### src/rtl/boot_host_pkg.sv
// Shared definitions for the UART program-load host responder.
package boot_host_pkg;

  // One-hot states; the encoding is exported directly on state_dbg.
  typedef enum logic [5:0] {
    S_IDLE     = 6'b000001,
    S_SIZE     = 6'b000010,
    S_PROG     = 6'b000100,
    S_WAIT_ACK = 6'b001000,
    S_DATA     = 6'b010000,
    S_DONE     = 6'b100000
  } state_t;

  // Protocol bytes sent by the CPU-side loader.
  localparam logic [7:0] BOOT_REQ = 8'h99;
  localparam logic [7:0] BOOT_ACK = 8'haa;

endpackage

### src/rtl/boot_host_word_serializer.sv
// Sends a 32-bit word as 4 bytes, LSB first, to a UART sender.
//
// Handshake: a byte is issued (tx_start pulse, sdata updated on the same edge)
// only when tx_busy is low and tx_start was low in the previous cycle. This
// leaves two cycles between starts, which covers the sender's one-cycle delay
// before tx_busy rises. A load may issue byte 0 on the very edge it arrives.
// word_done is high in the cycle whose edge issues byte 3, so the caller can
// change phase on the same edge that the last tx_start appears.
module word_serializer (
  input  logic        clock,
  input  logic        reset,
  input  logic        load,
  input  logic [31:0] word,
  input  logic        tx_busy,
  output logic        tx_start,
  output logic [7:0]  sdata,
  output logic        word_done
);

  logic [31:0] shreg;
  logic [1:0]  cnt;
  logic        active;

  logic [31:0] cur_word;
  logic [1:0]  cur_cnt;
  logic        issue;

  // Select the freshly loaded word or the remaining bytes and decide on issue.
  always_comb begin
    cur_word  = load ? word : shreg;
    cur_cnt   = load ? 2'd0 : cnt;
    issue     = (load || active) && !tx_busy && !tx_start;
    word_done = issue && (cur_cnt == 2'd3);
  end

  // Byte shift register, byte counter and the registered tx_start/sdata.
  always_ff @(posedge clock) begin
    if (reset) begin
      shreg    <= '0;
      cnt      <= '0;
      active   <= 1'b0;
      tx_start <= 1'b0;
      sdata    <= '0;
    end else begin
      tx_start <= issue;
      if (issue) begin
        sdata  <= cur_word[7:0];
        shreg  <= {8'h00, cur_word[31:8]};
        cnt    <= cur_cnt + 2'd1;
        active <= (cur_cnt != 2'd3);
      end else if (load) begin
        shreg  <= word;
        cnt    <= 2'd0;
        active <= 1'b1;
      end
    end
  end

endmodule

### src/rtl/boot_host.sv
// Host-side responder for the UART program-load protocol: answers the CPU's
// request with the program size, streams program words, waits for the
// acknowledge, then streams data words, all read from a synchronous ROM.
module boot_host
  import boot_host_pkg::*;
#(
  parameter int PROG_WORDS = 16,
  parameter int DATA_WORDS = 16,
  parameter int ADDR_W     = 10
) (
  input  logic              clock,
  input  logic              reset,
  input  logic              rx_ready,
  input  logic [7:0]        rdata,
  input  logic              tx_busy,
  output logic              tx_start,
  output logic [7:0]        sdata,
  output logic [ADDR_W-1:0] rom_addr,
  input  logic [31:0]       rom_rdata,
  output logic              busy,
  output logic              done,
  output logic [5:0]        state_dbg
);

  localparam logic [31:0]   SIZE_WORD = 32'(PROG_WORDS * 4);
  localparam logic [ADDR_W:0] PROG_CNT = (ADDR_W + 1)'(PROG_WORDS);
  localparam logic [ADDR_W:0] DATA_CNT = (ADDR_W + 1)'(DATA_WORDS);
  localparam logic [ADDR_W:0] CNT_ONE  = (ADDR_W + 1)'(1);

  state_t            state, state_nx;
  logic [ADDR_W:0]   word_cnt;
  logic              fetch_q, load_q;
  logic              start_fetch;
  logic [ADDR_W:0]   fetch_idx, fetch_base;
  logic [ADDR_W-1:0] fetch_addr;
  logic              rx_req, rx_ack, go_size;
  logic              ser_load, word_done;
  logic [31:0]       ser_word;

  assign rx_req     = rx_ready && (rdata == BOOT_REQ);
  assign rx_ack     = rx_ready && (rdata == BOOT_ACK);
  assign fetch_addr = ADDR_W'(fetch_base + fetch_idx);
  // The size word loads on the request edge; ROM words load once rom_rdata
  // is valid, two cycles after the fetch was decided.
  assign ser_load   = go_size || load_q;
  assign ser_word   = go_size ? SIZE_WORD : rom_rdata;
  assign state_dbg  = state;

  word_serializer u_ser (
    .clock     (clock),
    .reset     (reset),
    .load      (ser_load),
    .word      (ser_word),
    .tx_busy   (tx_busy),
    .tx_start  (tx_start),
    .sdata     (sdata),
    .word_done (word_done)
  );

  // Next-state logic plus the fetch request and its ROM address components.
  always_comb begin
    state_nx    = state;
    go_size     = 1'b0;
    start_fetch = 1'b0;
    fetch_idx   = '0;
    fetch_base  = '0;
    case (state)
      S_IDLE, S_DONE: begin
        if (rx_req) begin
          state_nx = S_SIZE;
          go_size  = 1'b1;
        end
      end
      S_SIZE: begin
        if (word_done) begin
          if (PROG_WORDS > 0) begin
            state_nx    = S_PROG;
            start_fetch = 1'b1;
          end else begin
            state_nx = S_WAIT_ACK;
          end
        end
      end
      S_PROG: begin
        if (word_done) begin
          if (word_cnt == PROG_CNT) begin
            state_nx = S_WAIT_ACK;
          end else begin
            start_fetch = 1'b1;
            fetch_idx   = word_cnt;
          end
        end
      end
      S_WAIT_ACK: begin
        if (rx_ack) begin
          if (DATA_WORDS > 0) begin
            state_nx    = S_DATA;
            start_fetch = 1'b1;
            fetch_base  = PROG_CNT;
          end else begin
            state_nx = S_DONE;
          end
        end
      end
      S_DATA: begin
        if (word_done) begin
          if (word_cnt == DATA_CNT) begin
            state_nx = S_DONE;
          end else begin
            start_fetch = 1'b1;
            fetch_idx   = word_cnt;
            fetch_base  = PROG_CNT;
          end
        end
      end
      default: state_nx = S_IDLE;
    endcase
  end

  // State register with busy/done registered from the next state.
  always_ff @(posedge clock) begin
    if (reset) begin
      state <= S_IDLE;
      busy  <= 1'b0;
      done  <= 1'b0;
    end else begin
      state <= state_nx;
      busy  <= (state_nx != S_IDLE) && (state_nx != S_DONE);
      done  <= (state_nx == S_DONE);
    end
  end

  // Word counter, ROM address and the two-stage fetch-to-load pipeline.
  always_ff @(posedge clock) begin
    if (reset) begin
      word_cnt <= '0;
      rom_addr <= '0;
      fetch_q  <= 1'b0;
      load_q   <= 1'b0;
    end else begin
      fetch_q <= start_fetch;
      load_q  <= fetch_q;
      if (start_fetch) begin
        rom_addr <= fetch_addr;
        word_cnt <= fetch_idx + CNT_ONE;
      end
    end
  end

endmodule

### config.mk
export PLATFORM = sky130hd
export DESIGN_NAME = boot_host
export DESIGN_NICKNAME = d
export VERILOG_FILES = /design/src/rtl/boot_host_pkg.sv /design/src/rtl/boot_host_word_serializer.sv /design/src/rtl/boot_host.sv
export SDC_FILE = /design/constraint.sdc
export NUM_CORES = 1
export LEC_CHECK = 0
export CORE_MARGIN = 2
export CORE_UTILIZATION = 46
export DETAILED_ROUTE_END_ITERATION = 16
export GPL_TIMING_DRIVEN = 1
export HOLD_SLACK_MARGIN = 0.05
export PLACE_DENSITY = 0.75
export SYNTH_ARGS = -nofsm -noshare
export SYNTH_HDL_FRONTEND = slang
export SYNTH_SLANG_ARGS = --single-unit
### constraint.sdc
create_clock -name clock -period 4.2 [get_ports clock]
set_input_delay 0.84 -clock clock [delete_from_list [all_inputs] [get_ports clock]]
set_output_delay 0.84 -clock clock [all_outputs]
set_load 0.01 [all_outputs]
==> results.toml, run 1 <==
[worst_setup_path]
critPathMaxFanout = 3
cp.arrival_ps = 4340
crit_type = "input pin to flop"
worst_setup_path_end_kind = "flop"
required_ps = 4480
worstSetupStartpointType = "input pin"

[layout]
areaGrowthSynthToFinish_pct = 29.9
insertedDiodeCount = 0
drive_gt1_share_pct = 15.1
fin_cells = 584
multi_input_area_um2 = 2040
layout.nets = 526
register_area_um2 = 1500
n_fill_cell = 661

[clock_network]
cts_sinks = 75
cts_setup_buffers = 0
cts_tree = "built"
clock-root-buffer = "clkbuf_8"
cts_resized = 0
h-tree-depth = 3
cts.reportedPaths.clkPinSlew_ps = 80
cts_buffers = 9
clk_latency_ps = 350
ctsHoldBuffers = 0
cts.path.max_buffers = 2

[power]
ir_drop_v = 0.000200
p_leak_nw = 1.72
power.density_nw_per_um2 = 301
finalPower_w = 0.00144

[yosys]
yosysMostFrequentCell = "dfxtp_1"
ys_seq_area_share_pct = 40.9
synth_edf_count = 0
synth_common_cells = "75 x dfxtp_1, 51 x nor2_1, 29 x mux2i_1, 27 x a21oi_1, 24 x nand2_1"
syn_area_um2 = 3670
syn_inst = 407
synthArstFlopShare_pct = 0
synth_nets = 455
synth_ff_type = "dfxtp_1"
synth_cell_type_count = 50
yosys.area.top_type = "dfxtp_1"
ys_warn_count = 0
synth.area.top_cells = "dfxtp_1 41%, mux2i_1 7.9%, mux2_2 7.1%"
netlist.area_leader.share_pct = 40.9
syn_area_per_cell_um2 = 9.02
ys_seq_elements = 75

[sta]
tightestPinTransition_ps = 712
worst_slack_ps = 147
worst_clock_skew_ps = 10.2
final_hold_viol_count = 0
setup_viol = 0
drv_slew = 0
slew_headroom_pct = 52.6
min_period_ps = 4050
fmax_ghz = 0.247
fin_crit_sh_pct = 96.5

[grt]
grt_pass1_wl_um = 15100
overflow = 0
grt_max_degree = 35
antenna_found_initial = 0
grt_pass1_vias = 3220
grtUsageTotal_pct = 21.9

[run]
cap_violations = 0

[detailed_routing]
dr.first_iter.drc_count = 142
firstDrtPassIters = 4
via_per_inst = 5.58
route.detailed.drc = 0
routedWlPerCell_um = 15.4
wirelength_um = 9020
vias = 3260
antenna_left = 0

[floorplan]
io_pins = 71
core_um2 = 7730
dieArea_um2 = 8710
start_util_pct = 47.5
die_y_um = 93.4
dieWidth_um = 93.4
num_rows = 32

[placement]
gp_congestion = 0.922
hpwl_um = 6320
dp_cells = 569
dp_slack_ps = -203
io_buffers = 70

[status]
status = "finished clean"

[hold_path]
hp-class = "flop to flop"
-- worst max-delay path, cell delays in order --
cell and delay (ps):
clkdlybuf4s50_1 500, nor4bb_4 280, and4_1 250, nand2_2 80, and3_4 190, ha_1 190, nor3b_2 160, and3_1 160
a21o_1 210, and3_1 210, ha_1 230, and3_1 200, and2_1 180, and3_1 220, a211oi_2 230, o21ai_1 80
a21oi_1 130
-- cells by family (layout without fill, tap and decap cells) --
kind of cell               count (synthesis)  in the layout  synth area share (%)
xor gates and xnor gates                  11             11                  2.62
DFF                                       75             75                  40.9
adders and majority gates                  4              4                  1.36
and+or+nand+nor                          148            148                  21.1
buffers and inverters                     34            109                  4.50
AOI/OAI and AO/OA                         83             83                  14.6
muxes                                     52             52                  15.0
-- area by class of cell --
cell class,count,share of cell area (%)
clock inverters,4,1.55
flip-flops and latches,75,31.5
multi-input cells,298,42.7
repair buffers,90,18.1
inverters,4,0.315
well taps,102,2.67
clock buffers,11,3.17
-- stage by stage --
stage                     hold WS, ps  area (um^2)  TNS (ps)  util, %
after floorplan                   414         3670         0        -
after global placement            425         4510     -19.8     58.4
after detailed placement          426         4510      -392     58.4
after CTS                         447         4740         0     61.3
after global routing              466         4770     -22.3     61.8
final                             444         4770         0     61.8
-- routing by layer --
metal | GRT usage (%) | share of wire [%]
met2 | 37.0 | 47
met4 | 9.44 | 1.8
met3 | 2.66 | 5.0
met1 | 28.0 | 46
met5 | 0 | 0
-- power by group --
group | internal (W) | leakage (nW) | total (W) | switching, W
combinational | 0.0000554 | 1.00 | 0.0000919 | 0.0000365
sequential | 0.000713 | 0.604 | 0.000716 | 0.00000272
clock | 0.000364 | 0.115 | 0.000628 | 0.000264
total | 0.00113 | 1.72 | 0.00144 | 0.000303
-- worst paths after layout --
path / from / cells after the start / end / slack (ps)
worst max-delay path: rdata[4] / 17 / word_cnt[8] / 150
worst min-delay path: fetch_q / 1 / load_q / 440
worst max register to register: state_dbg[4] / 16 / word_cnt[8] / 620
worst min register to register: fetch_q / 1 / load_q / 440
-- placed cells by master, fill, tap and decap left out, drive strengths merged, types with 7 or more instances in the layout --
cell,synthesis,routed
dfxtp,75,75
buf,14,20
o21ai,15,15
clkdlybuf4s50,0,70
and3,11,11
nand2,24,24
a211oi,18,18
mux2,23,23
nor3,7,7
nand3,16,16
a21oi,27,27
mux2i,29,29
xnor2,8,8
clkbuf,16,11
nor2,52,52
-- flip-flops by register name, summed over array words and instances, names as in the netlist, 2 cells and up --
| register | flops |
|---|---|
| rom_addr | 10 |
| u_ser.cnt | 2 |
| word_cnt | 11 |
| state_dbg | 6 |
| u_ser.sdata | 8 |
| u_ser.shreg | 32 |
(Power assumes the default switching activity.)
==> inputs of run 2 (changes only) <==
Settings changed: CELL_PAD_IN_SITES_DETAIL_PLACEMENT set to 1, CELL_PAD_IN_SITES_GLOBAL_PLACEMENT set to 1, CORE_MARGIN 2 to unset, CORE_UTILIZATION 46 to 35, PLACE_DENSITY 0.75 to unset, PLACE_DENSITY_LB_ADDON set to 0.1.
==> results.toml, run 2 (synthesis results as in run 1) <==
[layout]
layout.nets = 527
regMostFlops = "u_ser.shreg"
final_area_um2 = 4830
top_regs = "u_ser.shreg (32), word_cnt (11), rom_addr (10)"
largest_reg_flops = 32
insertedDiodeCount = 0
layout_commonest_cell = "dfxtp_1"
areaGrowthSynthToFinish_pct = 31.6
drive_gt1_share_pct = 15.9
fin_cells = 620
mostFrequentLayoutCells = "74 x dfxtp_1, 70 x clkdlybuf4s50_1, 51 x nor2_1"

[clock_network]
clock-root-buffer = "clkbuf_8"
cts.path.max_buffers = 2
cts.reportedPaths.clkPinSlew_ps = 80
cts_sinks = 75
cts_buffers = 9
clk_latency_ps = 360
cts_tree = "built"
h-tree-depth = 3

[sta]
fin_crit_sh_pct = 94.9
worst_clock_skew_ps = 10.4
tns_ps = 0
min_period_ps = 3980
tightestPinTransition_ps = 709
fmax_ghz = 0.251
hold_slack_ps = 448
slew_headroom_pct = 52.8
final_hold_viol_count = 0
drv_slew = 0
worst_slack_ps = 216
setup_viol = 0

[power]
ir_drop_v = 0.000158
p_leak_nw = 1.73
power.switching_w = 0.000328
seq_power_share_pct = 48.8
p_sw_share_pct = 22.4
power.density_nw_per_um2 = 303
power_frac_comb_pct = 6.4
power.internal_w = 0.00114
clkPwrFrac_pct = 44.7

[worst_setup_path]
worstSetupStartpointType = "input pin"
rrSetupSlack_ps = 590
crit_type = "input pin to flop"
r2r_cells = 16
required_ps = 4490
critPathMaxFanout = 4
cp.arrival_ps = 4280
worst_setup_path_end_kind = "flop"

[detailed_routing]
route.detailed.drc = 0
routedWlPerCell_um = 16.4
via_per_inst = 5.24
wirelength_um = 10200
firstDrtPassIters = 4
antenna_left = 0
dr.first_iter.drc_count = 78
vias = 3246

[status]
status = "finished clean"

[placement]
dp_slack_ps = -228
placed_area_um2 = 4540
dp_cells = 603
io_buffers = 70
gp_congestion = 0.813
hpwl_um = 7020

[floorplan]
dieWidth_um = 104
dieArea_um2 = 10900
num_rows = 37
die_y_um = 104
start_util_pct = 35.9
io_pins = 71
core_um2 = 10200

[grt]
grt_pass1_wl_um = 17000
antenna_found_initial = 0
grtUsageTotal_pct = 19.5
overflow = 0
grt_pass1_vias = 3366
grt_max_degree = 35

[run]
cap_violations = 0

[hold_path]
min_path_cells = 1
hp-class = "flop to flop"
## run 2: cell count changes in the layout (fill, tap and decap cells not counted)
cell	delta
clkinvlp_4	+1
buf_4	+2
and3_1	-1
o41ai_1	-1
buf_12	-1
o41ai_2	+1
clkinv_4	+1
and3_4	+1
clkinv_2	-1
## run 2: routing by layer
metal | part of all wire [%] | vias to the layer above | global-route usage (%)
met5 | 0 | - | 0
met4 | 1.4 | 0 | 7.65
met3 | 2.5 | 12 | 2.69
met2 | 45 | 52 | 29.8
met1 | 51 | 1569 | 27.6
li1 | - | 1613 | -
## run 2: final timing paths
check	startpoint	endpoint
min	fetch_q	load_q
max reg2reg	state_dbg[4]	word_cnt[8]
min reg2reg	fetch_q	load_q
max	rdata[0]	word_cnt[8]
## run 2: layout make-up
cell class	instances	area (um^2)
Tap cell	136	170
Sequential cell	75	1500
Clock buffer	11	151
Clock inverter	5	85.1
Timing Repair Buffer	91	858
Fill cell	1152	5400
Multi-Input combinational cell	298	2050
Inverter	4	15.0
## run 2: timing repair
item                                    4_1_cts  5_1_grt
hold buffers                                  0        0
gates resized for setup                       0        9
endpoints found under the setup margin        0        4
setup buffers                                 0        1
## run 2: stage by stage
stage                     power [W]  utilization [%]
after floorplan            0.000768                -
after global placement     0.000823             44.4
after detailed placement   0.000825             44.4
after CTS                   0.00148             46.7
after global routing        0.00151             47.2
final                       0.00147             47.2
## run 2: power by group through the flow
stage | Combinational (W) | Sequential (W) | Clock, W
after global placement | 0.0000907 | 0.000732 | 0
after detailed placement | 0.0000920 | 0.000732 | 0
after global routing | 0.000101 | 0.000717 | 0.000697
after floorplan | 0.0000357 | 0.000732 | 0
after CTS | 0.0000927 | 0.000716 | 0.000668
final | 0.0000941 | 0.000716 | 0.000656
## run 2: worst max-delay path: stages
cell and delay [ps]:
clkdlybuf4s50_1 480, nor4bb_4 270, and4_1 250, nand2_2 90, and3_4 190, ha_1 190, nor3b_2 170, and3_1 170
a21o_1 210, and3_1 200, ha_1 200, and3_1 190, and2_1 160, and3_1 210, a211oi_2 230, o21ai_1 80
a21oi_1 140
